$ cat config.mk
export PLATFORM = sky130hd
export DESIGN_NAME = snoop_ac_queue
export DESIGN_NICKNAME = d
export VERILOG_FILES = /design/src/rtl/snoop_ac_queue.sv
export SDC_FILE = /design/constraint.sdc
export NUM_CORES = 1
export LEC_CHECK = 0
export ABC_AREA = 0
export CORE_AREA = 2 2 141 143
export CTS_CLUSTER_SIZE = 10
export DETAILED_ROUTE_END_ITERATION = 12
export DIE_AREA = 0 0 143 145
export GPL_TIMING_DRIVEN = 0
export PLACE_DENSITY = 0.88
export SLEW_MARGIN = 15
export SYNTH_ARGS = -nofsm -noshare
export SYNTH_HDL_FRONTEND = slang
export SYNTH_SLANG_ARGS = --single-unit
$ cat constraint.sdc
create_clock -name clk_i -period 6.62 [get_ports clk_i]
set_input_delay 1.324 -clock clk_i [delete_from_list [all_inputs] [get_ports clk_i]]
set_output_delay 1.324 -clock clk_i [all_outputs]
set_load 0.01 [all_outputs]
$ cat src/rtl/snoop_ac_queue.sv
// -----------------------------------------------------------------------------
// snoop_ac_queue
//
// In-order buffer for ACE AC-channel snoop requests. It sits between the
// interconnect snoop port and the data-cache snoop controller. Requests are
// absorbed into a small FIFO so the interconnect is not stalled on AC while
// the controller is busy. The queue also tracks snoops that were handed to
// the controller but have not yet seen their CR handshake. Forwarding pauses
// while that count sits at MaxOutstanding.
//
// Ports
//   clk_i          clock, rising edge
//   rst_i          synchronous active-high reset
//   ac_valid_i     upstream AC request valid
//   ac_ready_o     upstream AC ready (FIFO not full, not in reset)
//   ac_addr_i      upstream snoop address
//   ac_snoop_i     upstream snoop type
//   ac_prot_i      upstream prot
//   ac_valid_o     downstream AC valid (FIFO not empty, outstanding limit free)
//   ac_ready_i     downstream AC ready
//   ac_addr_o      head-entry address
//   ac_snoop_o     head-entry snoop type
//   ac_prot_o      head-entry prot
//   cr_done_i      one-cycle pulse per completed downstream CR handshake
//   count_o        current FIFO occupancy
//   outstanding_o  forwarded snoops still waiting for CR
//   err_o          sticky flag: CR completion with nothing outstanding
// -----------------------------------------------------------------------------
module snoop_ac_queue #(
  parameter int Depth          = 4,
  parameter int MaxOutstanding = 1,
  parameter int AddrWidth      = 64,
  parameter int SnoopWidth     = 4,
  parameter int ProtWidth      = 3
) (
  input  logic                         clk_i,
  input  logic                         rst_i,
  input  logic                         ac_valid_i,
  output logic                         ac_ready_o,
  input  logic [AddrWidth-1:0]         ac_addr_i,
  input  logic [SnoopWidth-1:0]        ac_snoop_i,
  input  logic [ProtWidth-1:0]         ac_prot_i,
  output logic                         ac_valid_o,
  input  logic                         ac_ready_i,
  output logic [AddrWidth-1:0]         ac_addr_o,
  output logic [SnoopWidth-1:0]        ac_snoop_o,
  output logic [ProtWidth-1:0]         ac_prot_o,
  input  logic                         cr_done_i,
  output logic [$clog2(Depth+1)-1:0]   count_o,
  output logic [2:0]                   outstanding_o,
  output logic                         err_o
);

  localparam int PtrW   = $clog2(Depth);
  localparam int CntW   = $clog2(Depth + 1);
  localparam int EntryW = AddrWidth + SnoopWidth + ProtWidth;

  localparam logic [CntW-1:0] DepthCnt = CntW'(Depth);
  localparam logic [2:0]      MaxOut   = 3'(MaxOutstanding);

  // ---------------------------------------------------------------------------
  // State
  // ---------------------------------------------------------------------------
  logic [PtrW-1:0] wptr_reg, wptr_next;
  logic [PtrW-1:0] rptr_reg, rptr_next;
  logic [CntW-1:0] count_reg, count_next;
  logic [2:0]      outstanding_reg, outstanding_next;
  logic            err_reg, err_next;

  logic              push;
  logic              pop;
  logic [EntryW-1:0] wr_entry;
  logic [EntryW-1:0] rd_entry;
  logic [EntryW-1:0] rd_entries [Depth];

  // ---------------------------------------------------------------------------
  // Handshakes
  // Both flags come from registered state only, so there is no combinational
  // path between the upstream and downstream sides. This is why a full queue
  // refuses a push even when a pop happens in the same cycle.
  // ---------------------------------------------------------------------------
  assign ac_ready_o = (count_reg != DepthCnt) & ~rst_i;
  assign ac_valid_o = (count_reg != '0) & (outstanding_reg < MaxOut);

  assign push = ac_valid_i & ac_ready_o;
  assign pop  = ac_valid_o & ac_ready_i;

  assign wr_entry = {ac_addr_i, ac_snoop_i, ac_prot_i};

  // ---------------------------------------------------------------------------
  // Entry storage
  // One register per slot. Only the slot under wptr loads on a push. Storage
  // is not reset; ac_valid_o masks stale contents.
  // ---------------------------------------------------------------------------
  genvar gi;
  generate
    for (gi = 0; gi < Depth; gi++) begin : g_entry
      logic [EntryW-1:0] entry_reg;

      always_ff @(posedge clk_i) begin
        if (push && (wptr_reg == PtrW'(gi))) begin
          entry_reg <= wr_entry;
        end
      end

      assign rd_entries[gi] = entry_reg;
    end
  endgenerate

  // The head is read straight from the slot under rptr. The slot cannot be
  // overwritten while it is the head, because a full queue blocks pushes.
  // The payload therefore holds steady during a downstream stall.
  assign rd_entry = rd_entries[rptr_reg];

  assign ac_addr_o  = rd_entry[EntryW-1 -: AddrWidth];
  assign ac_snoop_o = rd_entry[ProtWidth +: SnoopWidth];
  assign ac_prot_o  = rd_entry[ProtWidth-1:0];

  // ---------------------------------------------------------------------------
  // Next-state logic
  // ---------------------------------------------------------------------------
  always_comb begin
    wptr_next        = wptr_reg;
    rptr_next        = rptr_reg;
    count_next       = count_reg;
    outstanding_next = outstanding_reg;
    err_next         = err_reg;

    // Depth is a power of two, so natural pointer overflow is the wrap.
    if (push) begin
      wptr_next = wptr_reg + PtrW'(1);
    end
    if (pop) begin
      rptr_next = rptr_reg + PtrW'(1);
    end

    unique case ({push, pop})
      2'b10:   count_next = count_reg + CntW'(1);
      2'b01:   count_next = count_reg - CntW'(1);
      default: count_next = count_reg;
    endcase

    // A pop and a CR completion in the same cycle cancel out. A lone CR
    // completion with nothing outstanding has no matching snoop. In that
    // case the counter stays at zero instead of underflowing, and the error
    // is latched.
    if (pop && !cr_done_i) begin
      outstanding_next = outstanding_reg + 3'd1;
    end else if (cr_done_i && !pop) begin
      if (outstanding_reg == 3'd0) begin
        err_next = 1'b1;
      end else begin
        outstanding_next = outstanding_reg - 3'd1;
      end
    end
  end

  // ---------------------------------------------------------------------------
  // Registers
  // ---------------------------------------------------------------------------
  always_ff @(posedge clk_i) begin
    if (rst_i) begin
      wptr_reg        <= '0;
      rptr_reg        <= '0;
      count_reg       <= '0;
      outstanding_reg <= '0;
      err_reg         <= 1'b0;
    end else begin
      wptr_reg        <= wptr_next;
      rptr_reg        <= rptr_next;
      count_reg       <= count_next;
      outstanding_reg <= outstanding_next;
      err_reg         <= err_next;
    end
  end

  assign count_o       = count_reg;
  assign outstanding_o = outstanding_reg;
  assign err_o         = err_reg;

endmodule

==> results of run 1 <==
## power by group
group	switching, W	leakage [nW]	internal [W]
combinational	0.000499	1.27	0.000626
clock	0.000632	0.468	0.000993
sequential	0.0000473	2.67	0.00217
total	0.00118	4.41	0.00379
## worst reg2reg max path, stage by stage, from the launching register on
cell                      delay [ns]
sky130_fd_sc_hd__dfxtp_1        0.36
sky130_fd_sc_hd__or4b_4         0.59
sky130_fd_sc_hd__nor2_1         0.27
sky130_fd_sc_hd__ha_1           0.25
sky130_fd_sc_hd__inv_1          0.06
sky130_fd_sc_hd__fa_1           0.37
sky130_fd_sc_hd__xor2_1         0.17
sky130_fd_sc_hd__or3_1          0.32
sky130_fd_sc_hd__a21oi_1        0.15
## kinds of logic after synthesis
kind of cell | count (synthesis) | synth area share [%]
DFF | 295 | 80.0
muxes | 74 | 14.9
AOI/OAI and AO/OA | 14 | 0.675
and+or+nand+nor | 24 | 1.37
adders and majority gates | 11 | 1.33
buffers and inverters | 29 | 1.42
xor gates and xnor gates | 3 | 0.240
## final cells by class
class / instances / area, sq um / share of cell area (%)
clock inverters: 1 / 5.00 / 0.0361
flip-flops and latches: 295 / 8750 / 63.1
well taps: 265 / 332 / 2.39
multi-input cells: 126 / 2040 / 14.7
clock buffers: 44 / 952 / 6.86
plain buffers: 17 / 109 / 0.785
inverters: 12 / 46.3 / 0.334
repair buffers: 159 / 1650 / 11.9
## per-layer routing
metal / vias to the layer above / share of wire [%] / global-route usage [%]
met5: - / 0 / 0
li1: 2280 / - / -
met2: 188 / 52 / 35.4
met4: 0 / 2.2 / 6.14
met3: 39 / 6.7 / 4.79
met1: 2686 / 39 / 25.7
## final timing paths
path	startpoint	to	slack [ns]	cells past startpoint
worst max-delay path	rst_i	ac_ready_o	2.60	4
worst min-delay path	err_o	err_o	0.49	2
worst max register to register	outstanding_o[2]	count_o[2]	4.02	8
worst min register to register	err_o	err_o	0.49	2
## through the flow
stage / total power [W] / worst slack, ns
after CTS: 0.00503 / 2.60
after detailed placement: 0.00339 / 2.59
after global placement: 0.00335 / 1.05
after floorplan: 0.00287 / 2.80
after global routing: 0.00518 / 2.51
final: 0.00497 / 2.60
## Yosys cell counts (2+ instances only)
master,count
sky130_fd_sc_hd__or4_1,2
sky130_fd_sc_hd__and2_1,4
sky130_fd_sc_hd__inv_1,11
sky130_fd_sc_hd__a21oi_1,7
sky130_fd_sc_hd__xor2_1,3
sky130_fd_sc_hd__mux2i_1,2
sky130_fd_sc_hd__mux4_2,71
sky130_fd_sc_hd__ha_1,10
sky130_fd_sc_hd__nor2_1,7
sky130_fd_sc_hd__buf_2,7
sky130_fd_sc_hd__buf_6,2
sky130_fd_sc_hd__nor3b_1,2
sky130_fd_sc_hd__or3_1,4
sky130_fd_sc_hd__clkbuf_1,6
sky130_fd_sc_hd__edfxtp_1,284
sky130_fd_sc_hd__o21ai_0,5
sky130_fd_sc_hd__dfxtp_1,11
==> summary.txt, run 1 <==
=================================================================================
Total non-filler cell area in the finished layout                     13900 sq um
Worst path required time                                                  5.30 ns
RSZ-0062 raised after global routing                                           no
Buf+Inv Stages, Crit Path                                                       3
Clock Path Buffers                                                              3
Worst Path Max Fanout                                                          10
Commonest register cell after synthesis                              sky130_fd_sc_hd__edfxtp_1
Clock tree sinks                                                              295
Clock Pin Slew Worst Setup and Hold Paths                                 0.06 ns
Net count after synthesis                                                     537
Total of flip-flops plus latches after synthesis                              295
I/O pin cnt                                                                   156
Clock latency of the later-clocked register in the worst-skew pair        0.48 ns
Final Max Slew Viols                                                            0
Detailed Routing Iterations Pass 1                                              4
Residual overflow from global routing                                           0
Placeable core region                                                 19200 sq um
Synthesized instance count                                                    450
Number of instances in the placed design                                      874
Startpoint type of the worst setup path                                 input pin
Final core utilization                                                      72.2%
Post_cts resized                                                                0
Number of synthesized flops with an enable pin                                284
Kind of critical path                                                      in2out
Area leader, netlist                                                 sky130_fd_sc_hd__edfxtp_1
Final worst hold slack                                                   0.489 ns
# Max-Cap Violations                                                            0
Worst min-delay path category                                             reg2reg
Data arrival time of the critical path                                    2.69 ns
Clock Skews                                                             0.0119 ns
Number of warnings printed during yosys synthesis                               0
WL/cell                                                              22.3 microns
Cell area after placement                                             12900 sq um
Flip-flop count of the largest register after layout                          284
Commonest cells after routing, fill and taps aside                   sky130_fd_sc_hd__edfxtp_1, sky130_fd_sc_hd__clkdlybuf4s50_1, sky130_fd_sc_hd__mux4_2
Post-route non-filler standard cell count                                     919
DRC violations left                                                             0
Width of the chip                                                     143 microns
Global router's overall resource usage                                      20.4%
Series of cell instances along the critical path                     clkdlybuf4s50_1, buf_6, nor2_1, clkdlybuf4s50_1
Vias                                                                         5193
Number of CTS-inserted buffers                                                 35
Average cell area after synthesis                                      24.3 sq um
Top delay family on crit path                                        buffers and inverters
Vias per inst                                                                5.65
TritonCTS clock tree                                                          yes
Number of buffers inserted to repair setup after CTS                            0
Maximum clock rate                                                        249 MHz
Initial antenna violation count                                                 0
Area Growth Syn to Fin                                                      26.9%
Filler cell count in the final layout                                        1098
Routability congestion estimate                                             0.769
Worst slew pin tran                                                      0.721 ns
Synthesized cell area                                                 10900 sq um
Min Clock Period, post-route                                              4.02 ns
Ratio of final minimum period to clock period                               60.7%
Commonest non-fill, non-tap cell in the layout                       sky130_fd_sc_hd__edfxtp_1
Half-perimeter wire length of the detailed placement result          12700 microns
Floorplan die area                                                    20700 sq um
Most common cell on crit path                                        sky130_fd_sc_hd__clkdlybuf4s50_1
Peak supply drop                                                         0.239 mV
Number of nets at the end of the flow                                         733
Floorplan die height                                                  145 microns
CTS Hold Bufs                                                                   0
Status                                                               finished, final reports clean
Final setup vio count                                                           0
Clock Tree Root                                                      sky130_fd_sc_hd__clkbuf_16
Core Rows                                                                      51
Setup total negative slack                                                   0 ns
Top cells by area in the synthesized netlist                         sky130_fd_sc_hd__edfxtp_1, sky130_fd_sc_hd__mux4_2, sky130_fd_sc_hd__dfxtp_1, sky130_fd_sc_hd__ha_1, sky130_fd_sc_hd__inv_1
Fraction of final layout cells with drive strength greater than 1           20.0%
Iteration-0 DRC Markers                                                       324
Fraction of the yosys area taken by sequential cells                        80.0%
Maximum number of pins on one net before global-route repair                   42
Wire length of the first global-routing pass                         31800 microns
WL final                                                             20500 microns
Number of nets still failing antenna checks after routing                       0
Slew HR                                                                     52.0%
Count of input and output buffers                                             155
Leakage Power                                                             4.41 nW
Slowest Stage Delay on Critical Path                                      0.56 ns
Area share of the largest cell type after synthesis                         78.0%
Power density of the placed cells                                     358 nW/um^2
Initial standard-cell utilization of the core                               56.9%
Nature of the critical path endpoint                                 primary output
Async set-reset flop share out of synthesis                                    0%
Number of diodes                                                                0
Count of H-tree levels built during CTS                                         2
Vias in the first global route                                               5815
Final Hold Fails                                                                0
Critical-path cell with the highest stage delay                      sky130_fd_sc_hd__clkdlybuf4s50_1
Number of distinct library cells after synthesis                               29
=================================================================================
Power figures use the tool's default switching activity.
==> run 2: changes to the inputs <==
Settings changed: CORE_AREA 2 2 141 143 to 2 2 146 148, DIE_AREA 0 0 143 145 to 0 0 148 150, PLACE_DENSITY 0.88 to 0.83.
Clock period 6.62 ns to 4.2 ns, I/O delays scaled along.
==> run 2 against run 1 <==
Effect of this change: die area rose by 7.1%; cell count rose by 1.8%; clock-buffer cell count rose by 7; hold slack improved by 0.025 ns; global-route usage fell by 1.9 points; sequential share of layout area fell by 0.28 points; critical endpoint is now ac_addr_o[19]; critical path type is now reg2out.
==> summary.txt, run 2 (synthesized netlist as in run 1, its figures left out) <==
=================================================================================
Final setup vio count                                                           0   unchanged
Kind of critical path                                                     reg2out
Width of the chip                                                     148 microns   +3.5%
Final Total Pwr                                                         0.00791 W   +59%
DRC violations left                                                             0   unchanged
Number of instances in the placed design                                      884   +1.1%
Residual overflow from global routing                                           0   unchanged
Clock Path Buffers                                                              3   unchanged
Commonest non-fill, non-tap cell in the layout                       sky130_fd_sc_hd__edfxtp_1
Post_cts resized                                                                0   unchanged
Worst reg-to-reg path cell count                                                8   unchanged
WL final                                                             20400 microns   -0.44%
Global routing met1 resource utilization                                    23.2%   -2.4 points
Slew HR                                                                     49.9%   -2.1 points
Floorplan die area                                                    22200 sq um   +7.1%
Hold depth                                                                      2   unchanged
Number of CTS-inserted buffers                                                 35   unchanged
Maximum clock rate                                                        300 MHz
Detailed Routing Iterations Pass 1                                              6   +2
Post-route non-filler standard cell count                                     936   +1.8%
Worst path required time                                                  3.36 ns   -1.94 ns
Startpoint type of the worst setup path                                      flop
Worst slew pin tran                                                      0.746 ns   +0.0258 ns
# Max-Cap Violations                                                            0   unchanged
Ratio of final minimum period to clock period                               79.3%
Flip-flop count of the largest register after layout                          284   unchanged
Vias per inst                                                                5.54   -1.9%
Clock Pin Slew Worst Setup and Hold Paths                                 0.06 ns   about the same
Clock Tree Root                                                      sky130_fd_sc_hd__clkbuf_16
Commonest cells after routing, fill and taps aside                   sky130_fd_sc_hd__edfxtp_1, sky130_fd_sc_hd__clkdlybuf4s50_1, sky130_fd_sc_hd__mux4_2
Vias                                                                         5188   -0.096%
Vias in the first global route                                               5654   -2.8%
Clock tree sinks                                                              295   unchanged
Final worst hold slack                                                   0.514 ns   +0.0250 ns
Iteration-0 DRC Markers                                                       277   -15%
Final Hold Fails                                                                0   unchanged
Fraction of final layout cells with drive strength greater than 1           19.8%   -0.18 points
WL/cell                                                              21.8 microns   -2.2%
Data arrival time of the critical path                                    2.49 ns   -0.20 ns
Core Rows                                                                      53   +3.9%
Initial standard-cell utilization of the core                               52.8%   -4.1 points
Worst-case register-to-register setup slack                               1.57 ns   -2.45 ns
Number of buffers inserted to repair setup after CTS                            0   unchanged
Clock latency of the later-clocked register in the worst-skew pair        0.50 ns   +0.02 ns
Initial antenna violation count                                                 0   unchanged
TritonCTS clock tree                                                          yes
Clock Skews                                                             0.0150 ns   +0.00313 ns
GR met2 Demand/Resource                                                     32.8%   -2.5 points
Peak supply drop                                                         0.458 mV   +91%
Count of H-tree levels built during CTS                                         2   unchanged
Filler cell count in the final layout                                        1342   +22%
Half-perimeter wire length of the detailed placement result          12600 microns   -0.56%
Count of input and output buffers                                             155   unchanged
Nature of the critical path endpoint                                 primary output
Met3 global-route usage                                                     4.48%   -0.30 points
RSZ-0062 raised after global routing                                           no
I/O pin cnt                                                                   156   unchanged
Power density of the placed cells                                     568 nW/um^2   +58%
Placeable core region                                                 20700 sq um   +7.7%
Routability congestion estimate                                             0.725   -5.8%
Number of nets still failing antenna checks after routing                       0   unchanged
Area Growth Syn to Fin                                                      27.5%
Status                                                               finished, final reports clean
Final Max Slew Viols                                                            0   unchanged
Floorplan die height                                                  150 microns   +3.4%
Number of nets at the end of the flow                                         733   unchanged
Min Clock Period, post-route                                              3.33 ns
CTS Hold Bufs                                                                   0   unchanged
Global router's overall resource usage                                      18.5%   -1.9 points
Most crowded layer after global routing                                      met2
Final core utilization                                                      67.4%   -4.9 points
Worst Path Max Fanout                                                          10   unchanged
Wire length of the first global-routing pass                         31000 microns   -2.5%
Maximum number of pins on one net before global-route repair                   51   +21%
Worst min-delay path category                                             reg2reg
Leakage Power                                                             4.43 nW   +0.38%
=================================================================================
[run 2: layer usage]
metal	up-vias	part of all wire (%)
met2	164	52
li1	2290	-
met1	2698	40
met5	-	0
met4	0	1.7
met3	36	6.2
[run 2: worst max-delay path, cell delays in order (launching register included)]
cell and delay, ns:
sky130_fd_sc_hd__dfxtp_1 0.37, sky130_fd_sc_hd__buf_8 0.17, sky130_fd_sc_hd__buf_2 0.36, sky130_fd_sc_hd__mux4_2 0.54, sky130_fd_sc_hd__clkdlybuf4s50_1 0.56
[run 2: path summary, 6_finish.rpt]
| kind | endpoint | startpoint |
|---|---|---|
| worst max register to register | count_o[2] | outstanding_o[2] |
| worst min-delay path | err_o | err_o |
| worst max-delay path | ac_addr_o[19] | rptr_reg[0] |
| worst min register to register | err_o | err_o |
[run 2: stage by stage]
step / area [sq um] / TNS [ns] / setup slack [ns]
after floorplan: 10900 / 0 / 0.868
after global placement: 12800 / -260.76 / -0.928
after detailed placement: 12900 / 0 / 0.810
after CTS: 13900 / 0 / 0.790
after global routing: 13900 / 0 / 0.742
final: 13900 / 0 / 0.870
[run 2: area by class of cell]
class | count | area, sq um | area share (%)
well taps | 275 | 344 | 2.47
diodes | 1 | 2.50 | 0.0180
flip-flops and latches | 295 | 8750 | 62.8
multi-input cells | 126 | 2040 | 14.6
plain buffers | 17 | 109 | 0.781
inverters | 12 | 46.3 | 0.332
clock buffers | 51 | 988 | 7.09
repair buffers | 159 | 1660 | 11.9
[run 2: report_power, final]
group | total [W] | leakage, nW | switching, W | internal, W
Sequential | 0.00350 | 2.67 | 0.0000794 | 0.00342
Combinational | 0.00179 | 1.28 | 0.000795 | 0.000992
Clock | 0.00262 | 0.479 | 0.00102 | 0.00160
Total | 0.00791 | 4.43 | 0.00189 | 0.00602
